File: config.mk
export PLATFORM = sky130hd
export DESIGN_NAME = pass_gate_arbiter
export DESIGN_NICKNAME = d
export VERILOG_FILES = /design/src/rtl/pass_gate_arbiter.sv
export SDC_FILE = /design/constraint.sdc
export NUM_CORES = 1
export LEC_CHECK = 0
export BUFFER_PORTS_ARGS = -buffer_cell sky130_fd_sc_hd__buf_2
export CAP_MARGIN = 15
export CORE_MARGIN = 2
export CORE_UTILIZATION = 50
export CTS_CLUSTER_SIZE = 8
export DETAILED_ROUTE_END_ITERATION = 6
export PLACE_DENSITY = 0.78
export SLEW_MARGIN = 10
export SYNTH_ARGS = -nofsm -noshare
export SYNTH_HDL_FRONTEND = slang
export SYNTH_SLANG_ARGS = --single-unit
File: constraint.sdc
create_clock -name clk -period 2.25 [get_ports clk]
set_input_delay 0.225 -clock clk [delete_from_list [all_inputs] [get_ports clk]]
set_output_delay 0.225 -clock clk [all_outputs]
set_load 0.005 [all_outputs]
File: src/rtl/pass_gate_arbiter.sv
// Purpose : round-robin owner selection for one shared drain node fed through N transmission gates,
//           with break-before-make dead time and an optional per-grant hold limit.
// Latency : one cycle from req to grant. Gates go off on the edge that samples the release or hold expiry.
//           Next owner's first on-cycle comes DEAD_CYCLES+1 cycles after the previous owner's last on-cycle.
// Backpressure : none. req is a level input. An owner keeps the drain until it drops req or MAX_HOLD expires.
//           Other requesters simply wait; there is no preemption.
// Ports   : clk, rst_n (async, active low); req[N] level requests;
//           grant/ngate[N] one-hot-or-zero owner (nmos on = 1); pgate[N] = ~ngate (pmos on = 0);
//           busy = a gate pair is on; owner = last granted index; timeout = 1-cycle hold-expiry pulse.
module pass_gate_arbiter #(
   parameter int N           = 4,
   parameter int DEAD_CYCLES = 2,
   parameter int MAX_HOLD    = 8,
   localparam int OW         = (N > 1) ? $clog2(N) : 1
) (
   input  logic          clk,
   input  logic          rst_n,
   input  logic [N-1:0]  req,
   output logic [N-1:0]  grant,
   output logic [N-1:0]  ngate,
   output logic [N-1:0]  pgate,
   output logic          busy,
   output logic [OW-1:0] owner,
   output logic          timeout
);

   localparam int HW = (MAX_HOLD > 0) ? $clog2(MAX_HOLD + 1) : 1;
   localparam int DW = (DEAD_CYCLES > 0) ? $clog2(DEAD_CYCLES + 1) : 1;

   typedef enum logic [1:0] {
      ST_IDLE = 2'd0,
      ST_ON   = 2'd1,
      ST_DEAD = 2'd2
   } state_t;

   state_t          state_q, state_d;
   logic [N-1:0]    grant_q, grant_d;
   logic [OW-1:0]   owner_q, owner_d;
   // First index searched at the next arbitration. It is owner+1 except after reset,
   // where it starts at 0 so source 0 has top priority.
   logic [OW-1:0]   ptr_q, ptr_d;
   logic [HW-1:0]   hold_q, hold_d;
   logic [DW-1:0]   dead_q, dead_d;
   logic            timeout_q, timeout_d;
   logic            busy_q, busy_d;

   logic            win_found;
   logic [OW-1:0]   win_idx;
   logic [OW-1:0]   scan_idx;

   // Round-robin search: first set request at or after ptr_q, wrapping at N-1.
   // The index arithmetic wraps modulo N, so a non-power-of-two N never aliases.
   always_comb begin
      win_found = 1'b0;
      win_idx   = '0;
      scan_idx  = '0;
      for (int i = 0; i < N; i++) begin
         scan_idx = OW'((int'(ptr_q) + i) % N);
         if (!win_found && req[scan_idx]) begin
            win_found = 1'b1;
            win_idx   = scan_idx;
         end
      end
   end

   always_comb begin
      state_d   = state_q;
      grant_d   = grant_q;
      owner_d   = owner_q;
      ptr_d     = ptr_q;
      hold_d    = hold_q;
      dead_d    = dead_q;
      busy_d    = busy_q;
      timeout_d = 1'b0;

      case (state_q)
         ST_IDLE: begin
            if (win_found) begin
               state_d = ST_ON;
               grant_d = {{(N-1){1'b0}}, 1'b1} << win_idx;
               owner_d = win_idx;
               ptr_d   = (win_idx == OW'(N - 1)) ? '0 : win_idx + OW'(1);
               hold_d  = HW'(1);
               busy_d  = 1'b1;
            end
         end

         ST_ON: begin
            // A dropped request takes precedence over hold expiry, so a release on the
            // final allowed cycle is reported as a normal release without a timeout.
            if (!req[owner_q]) begin
               state_d = ST_DEAD;
               grant_d = '0;
               busy_d  = 1'b0;
               hold_d  = '0;
               dead_d  = DW'(1);
            end else if ((MAX_HOLD > 0) && (hold_q == HW'(MAX_HOLD))) begin
               state_d   = ST_DEAD;
               grant_d   = '0;
               busy_d    = 1'b0;
               hold_d    = '0;
               dead_d    = DW'(1);
               timeout_d = 1'b1;
            end else if (hold_q != '1) begin
               // Saturates, so a disabled hold limit cannot wrap the counter.
               hold_d = hold_q + HW'(1);
            end
         end

         ST_DEAD: begin
            if (dead_q == DW'(DEAD_CYCLES)) begin
               state_d = ST_IDLE;
               dead_d  = '0;
            end else begin
               dead_d = dead_q + DW'(1);
            end
         end

         default: begin
            state_d = ST_IDLE;
            grant_d = '0;
            busy_d  = 1'b0;
            hold_d  = '0;
            dead_d  = '0;
         end
      endcase
   end

   // The asynchronous clear drops the gates the moment rst_n falls, even mid-grant.
   always_ff @(posedge clk or negedge rst_n) begin
      if (!rst_n) begin
         state_q   <= ST_IDLE;
         grant_q   <= '0;
         owner_q   <= '0;
         ptr_q     <= '0;
         hold_q    <= '0;
         dead_q    <= '0;
         timeout_q <= 1'b0;
         busy_q    <= 1'b0;
      end else begin
         state_q   <= state_d;
         grant_q   <= grant_d;
         owner_q   <= owner_d;
         ptr_q     <= ptr_d;
         hold_q    <= hold_d;
         dead_q    <= dead_d;
         timeout_q <= timeout_d;
         busy_q    <= busy_d;
      end
   end

   // Every output is a flop or a straight copy or inversion of one; req never reaches an output combinationally.
   assign grant   = grant_q;
   assign ngate   = grant_q;
   assign pgate   = ~grant_q;
   assign busy    = busy_q;
   assign owner   = owner_q;
   assign timeout = timeout_q;

endmodule

==> results of run 1 <==
==> layer usage <==
metal  vias up  global-route usage, %  part of all wire [%]
met5         -                      0                     0
li1        442                      -                     -
met2        21                   32.9                    50
met4         0                   10.1                   2.4
met1       426                   22.9                    45
met3         7                   2.92                   3.1
==> state kept, by name, summed over array words and instances (netlist names) <==
register  count
grant         4
hold_q        4
dead_q        2
owner         2
ptr_q         2
state_q       2
busy          1
timeout       1
==> final cells by class <==
cell class	instances	area (µm²)	area share (%)
Inverter	13	48.8	3.84
Sequential cell	18	450	35.4
Tap cell	28	35.0	2.76
Timing Repair Buffer	22	115	9.06
Multi-Input combinational cell	77	586	46.1
Clock buffer	4	36.3	2.85
==> kinds of logic after synthesis <==
kind of cell | after synthesis | synth area share (%)
simple gates | 31 | 15.7
buf+inv | 18 | 7.38
flops | 18 | 40.3
compound gates | 27 | 15.8
mux | 10 | 10.8
fa+ha+maj | 9 | 10.1
==> path summary, 6_finish.rpt <==
kind,start,to
setup / recovery,ptr_q[1],ptr_q[1]
hold / removal,rst_n,busy
setup reg to reg,ptr_q[1],ptr_q[1]
hold reg to reg,busy,busy
max in group asynchronous,rst_n,hold_q[0]
min in group clk,req[3],ptr_q[0]
==> per-stage QoR <==
| stage | power (µW) | setup slack [ns] | cell area [µm²] | cells |
|---|---|---|---|---|
| detailed placement | 1450 | 0.419 | 1220 | 157 |
| finish | 1650 | 0.397 | 1270 | 162 |
| floorplan | 1220 | 0.624 | 1120 | 113 |
| CTS | 1660 | 0.403 | 1270 | 162 |
| global placement | 1400 | 0.485 | 1220 | 157 |
| global route | 1780 | 0.334 | 1270 | 162 |
==> cell usage after synthesis, types with 2 or more instances <==
cell	number	share of area, %
ha_1	9	10
nand3b_1	2	1.3
mux2i_1	5	4.5
nor4_1	3	1.7
nand2_1	9	3.0
nand3_1	2	0.89
dfrtp_1	18	40
o21ai_0	7	3.1
a21oi_1	6	2.7
inv_1	13	4.4
nor3b_1	2	1.3
mux2_2	2	2.0
buf_4	4	2.7
a31oi_1	2	1.1
o31ai_1	2	1.3
a2bb2oi_1	2	1.6
nor2_1	4	1.3
==> report_power, final <==
part / switching (µW) / total [µW] / internal [µW]
Sequential: 113 / 564 / 451
Clock: 109 / 208 / 98.9
Combinational: 473 / 881 / 408
Total: 695 / 1650 / 957
==> impl_results.md, run 1 <==
* Status: finished, final reports clean
* TritonCTS clock tree: yes
* Worst reg2reg setup slack at 0.40 ns
* Max transition margin at about three fifths
* Filler cell count at 193
* CP max stage cell: nor4_1
* Final hold vios at 0
* Setup Viol. Count Final at 0
* Max-Cap Viols at 0
* H-tree depth at 1
* Crit. path cell count at 5
* Number of synthesized flops with an enable pin at 0
* Vias/cell at between 5 and 6
* Achievable Freq at between 500 and 600 MHz
* CP top delay family: simple AND/OR/NAND/NOR gates
* HP Class: in2async
* #FFs+latches synth at 18
* Area Overhead vs Synth at 13.6%
* Worst Tran Pin Value at 0.572 ns
* # IOs at 22
* Clock Skew at 0.00882 ns
* Post-CTS sizing at 0
* Num rows at 17
* Synth Flop Type: dfrtp_1
* Post-synth ARST share at 100%
* CTS clk-pin slew, worst paths at 0.11 ns
* Die Height at 51.3 µm
* Pleak at ~0.00062 µW
* Clk sinks at 18
* Port buffer count at 21
* Avg Cell Area, Syn at 9.90 µm²
* Pre-antenna DRT Iters at 4
* Most common cell after layout, fill and taps aside: buf_2
* Routed WL per cell at around 14 µm
* Max stage delay on crit path at between 0.5 and 0.6 ns
* Fin crit period at between 1.5 and 2 ns
* Core area at 0.00217 mm²
* Detailed placement HPWL at ~1.7 mm
* CTS Buf Count at 3
* Mapped Cells at 113
* All-Layer GR Usage at 19.1%
* Area of the mapped netlist at 0.00112 mm²
* Nets at 150
* Post-synthesis sequential area ratio at between 40% and 50%
* DR iter-0 viols at 11
* Yosys cell types at 38
* Root Driver: clkbuf_4
* Worst setup SP type: flip-flop
* Layout cell share with drive strength beyond 1 at 24.6%
* Diode count at 0
* Largest net degree at the start of global routing at 19
* Worst-path fanout max at 5
* Fin Hold WS at about 0.36 ns
* Kind of critical path: reg2reg
* Initial antenna violation count at 0
* VDD IR max at 0.000762 V
* Critical path, cell by cell: nand2_1, a21oi_1, nor4_1, ha_1, mux2_2
* Hold-fix buffers, CTS at 1
* GRT overflow at 0
* Die W at 51.3 µm
* DR vias at 896
* Total wire length at 2.29 mm
* Worst Path Arrival at 2.06 ns
* Syn Nets at roughly 130
* Final Wtd Congestion at 0.734
* WP buf/inv at 0
* Crit end category: flip-flop
* Setup Fix Bufs, Post-CTS at 0
* Detail Route Antenna Nets at 0
* Final Max Tran Viols at 0
* Vias in the first global route at 835
* Clock latency on the worst-skew pair at roughly 0.31 ns
* WP data required at 2.46 ns
* Clock Tree Buf Depth at 2
* Setup TNS at 0 ns
* Period Utilization, post-route at 82.4%
* Yosys Warn Count at 0
* First-pass GRT wire length at 3.67 mm
* R2R depth at 5
* Most frequent cells in the layout: buf_2, dfrtp_1, inv_1
* PwrDens at 1300 mW/mm²
* Drt drc at 0
* Final core occ at 58.6%
* Die area at 0.00263 mm²
* Starting density of the core at 51.6%
* RSZ-0062 raised after global routing: no
(Power assumes the default switching activity.)
==> run 2, diff against run 1 <==
--- a/config.mk
+++ b/config.mk
@@ -8,10 +8,10 @@
 export BUFFER_PORTS_ARGS = -buffer_cell sky130_fd_sc_hd__buf_2
 export CAP_MARGIN = 15
 export CORE_MARGIN = 2
-export CORE_UTILIZATION = 50
+export CORE_UTILIZATION = 48
 export CTS_CLUSTER_SIZE = 8
 export DETAILED_ROUTE_END_ITERATION = 6
-export PLACE_DENSITY = 0.78
+export PLACE_DENSITY = 0.79
 export SLEW_MARGIN = 10
 export SYNTH_ARGS = -nofsm -noshare
 export SYNTH_HDL_FRONTEND = slang
==> constraint.sdc (replaced) <==
create_clock -name clk -period 1.6 [get_ports clk]
set_input_delay 0.16 -clock clk [delete_from_list [all_inputs] [get_ports clk]]
set_output_delay 0.16 -clock clk [all_outputs]
set_load 0.005 [all_outputs]
==> run 2 against run 1 <==
The run now ends with setup timing left. Critical endpoint is now state_q[1]. Fmax grew 15%. Core utilization is 5.2 points higher. Total power is 55% higher. Clock-buffer cell count shrank 1.
==> impl_results.md, run 2 (synthesis gave the netlist of run 1 again) <==
* Initial antenna violation count at 0
* Max transition margin at around two thirds
* Vias in the first global route at about 860
* GRT overflow at 0
* Multi-input combinational cell area at 641 µm²
* Fin Hold WS at 0.303 ns
* Fin crit period at 1.61 ns
* Final hold vios at 0
* Setup TNS at -0.0111 ns
* Setup Viol. Count Final at 1
* WP data required at 1.79 ns
* Largest net degree at the start of global routing at 19
* Die W at around 52 µm
* Pre-antenna DRT Iters at 4
* Critical path, cell by cell: mux4_2, nand3_4, o211ai_2, mux2_4
* Clock Tree Buf Depth at 2
* Final core occ at 63.8%
* CP top delay family: multiplexers
* # IOs at 22
* Routed WL per cell at between 10 and 15 µm
* Max-Cap Viols at 0
* Status: finished, violations left
* Max stage delay on crit path at 0.56 ns
* Final worst slack at -0.0111 ns
* Core area at 0.00221 mm²
* Worst Path Arrival at 1.80 ns
* Tot Pwr at between 2000 and 3000 µW
* HP Class: in2async
* Sequential cell area at 452 µm²
* Port buffer count at 21
* Kind of critical path: reg2reg
* Drt drc at 0
* Detailed placement HPWL at 1.76 mm
* Detail Route Antenna Nets at 0
* Period Utilization, post-route at 101%
* DR iter-0 viols at 15
* First-pass GRT wire length at around 3.7 mm
* Clk sinks at 18
* Achievable Freq at approximately 620 MHz
* Starting density of the core at slightly above 50%
* PwrDens at 1810 mW/mm²
* CTS Buf Count at 3
* Placed cell count at 166
* Die area at 0.00273 mm²
* Violated checks: setup timing
* VDD IR max at 0.00110 V
* Pleak at 0.000686 µW
* Final Max Tran Viols at 0
* Final Wtd Congestion at 0.845
* Worst setup SP type: flip-flop
* Most common cell after layout, fill and taps aside: buf_2
* Diode count at 0
* Total wire length at 2.33 mm
* H-tree depth at 1
* Crit path launch: owner[0]
* Area Overhead vs Synth at 26.2%
* TritonCTS clock tree: yes
* Post-Layout Cell Count at 174
* Worst-path fanout max at 4
* RSZ-0062 raised after global routing: yes
* Root Driver: clkbuf_4
* CP max stage cell: mux4_2
* Layout cell share with drive strength beyond 1 at between 30% and 40%
* Worst Tran Pin Value at around 0.48 ns
* Clock Skew at 0.00573 ns
* Die Height at 52.3 µm
* Crit end category: flip-flop
* RR Startpoint: owner[0]
* Clock latency on the worst-skew pair at 0.30 ns
* All-Layer GR Usage at 18.3%
* Filler cell count at between 150 and 200
* WP buf/inv at 0
* CTS clk-pin slew, worst paths at 0.11 ns
* Num rows at 17
* Vias/cell at 5.41
* Most frequent cells in the layout: buf_2, dfrtp_1, inv_1, buf_4
* DR vias at 941
* Nets at 163
==> run 2: cell types whose count changed in the layout (fill, tap and decap cells not counted), sizes merged <==
cell / delta
clkbuf: -1
buf: +13
==> run 2: metrics by stage <==
stage                     worst slack (ns)  area [µm²]
after floorplan                     0.0136        1120
after detailed placement           -0.0665        1300
final                              -0.0111        1410
after global routing               -0.0757        1410
after global placement              0.0369        1300
after CTS                          -0.0131        1360
==> run 2: routing by layer <==
metal	GRT usage (%)	part of all wire (%)
met3	2.57	3.4
met5	0	0
met1	23.0	46
met4	6.84	1.4
met2	31.9	49
==> run 2: cell type report <==
cell class	count	area share, %
tap	28	2.48
clock buffer	3	1.60
inverter	13	3.46
multi-input combinational	77	45.4
timing repair buffer	35	15.1
sequential	18	32.0
==> run 2: final timing paths <==
path	endpoint	slack, ns	depth (start not counted)
worst min-delay path	grant[3]	0.30	2
worst max register to register	state_q[1]	-0.01	4
max in group asynchronous	ptr_q[1]	0.99	2
worst min register to register	busy	0.54	1
worst max-delay path	state_q[1]	-0.01	4
min in group clk	state_q[0]	0.42	4
==> run 2: repair_timing <==
item	4_1_cts	5_1_grt
setup buffers	1	3
setup endpoints to repair	4	8
pin swaps	2	2
endpoints found under the hold margin	18	0
hold buffers	1	0
cloned	0	0
resized for setup	5	7
==> run 2: worst reg2reg max path, cell delays in order, from the launching register on <==
cell	delay, ns
dfrtp_1	0.39
mux4_2	0.56
nand3_4	0.13
o211ai_2	0.11
mux2_4	0.32
==> run 2: report_power, final <==
group	switching (µW)	total, µW	internal [µW]
clock network	148	236	87.9
logic	759	1550	787
registers	140	777	637
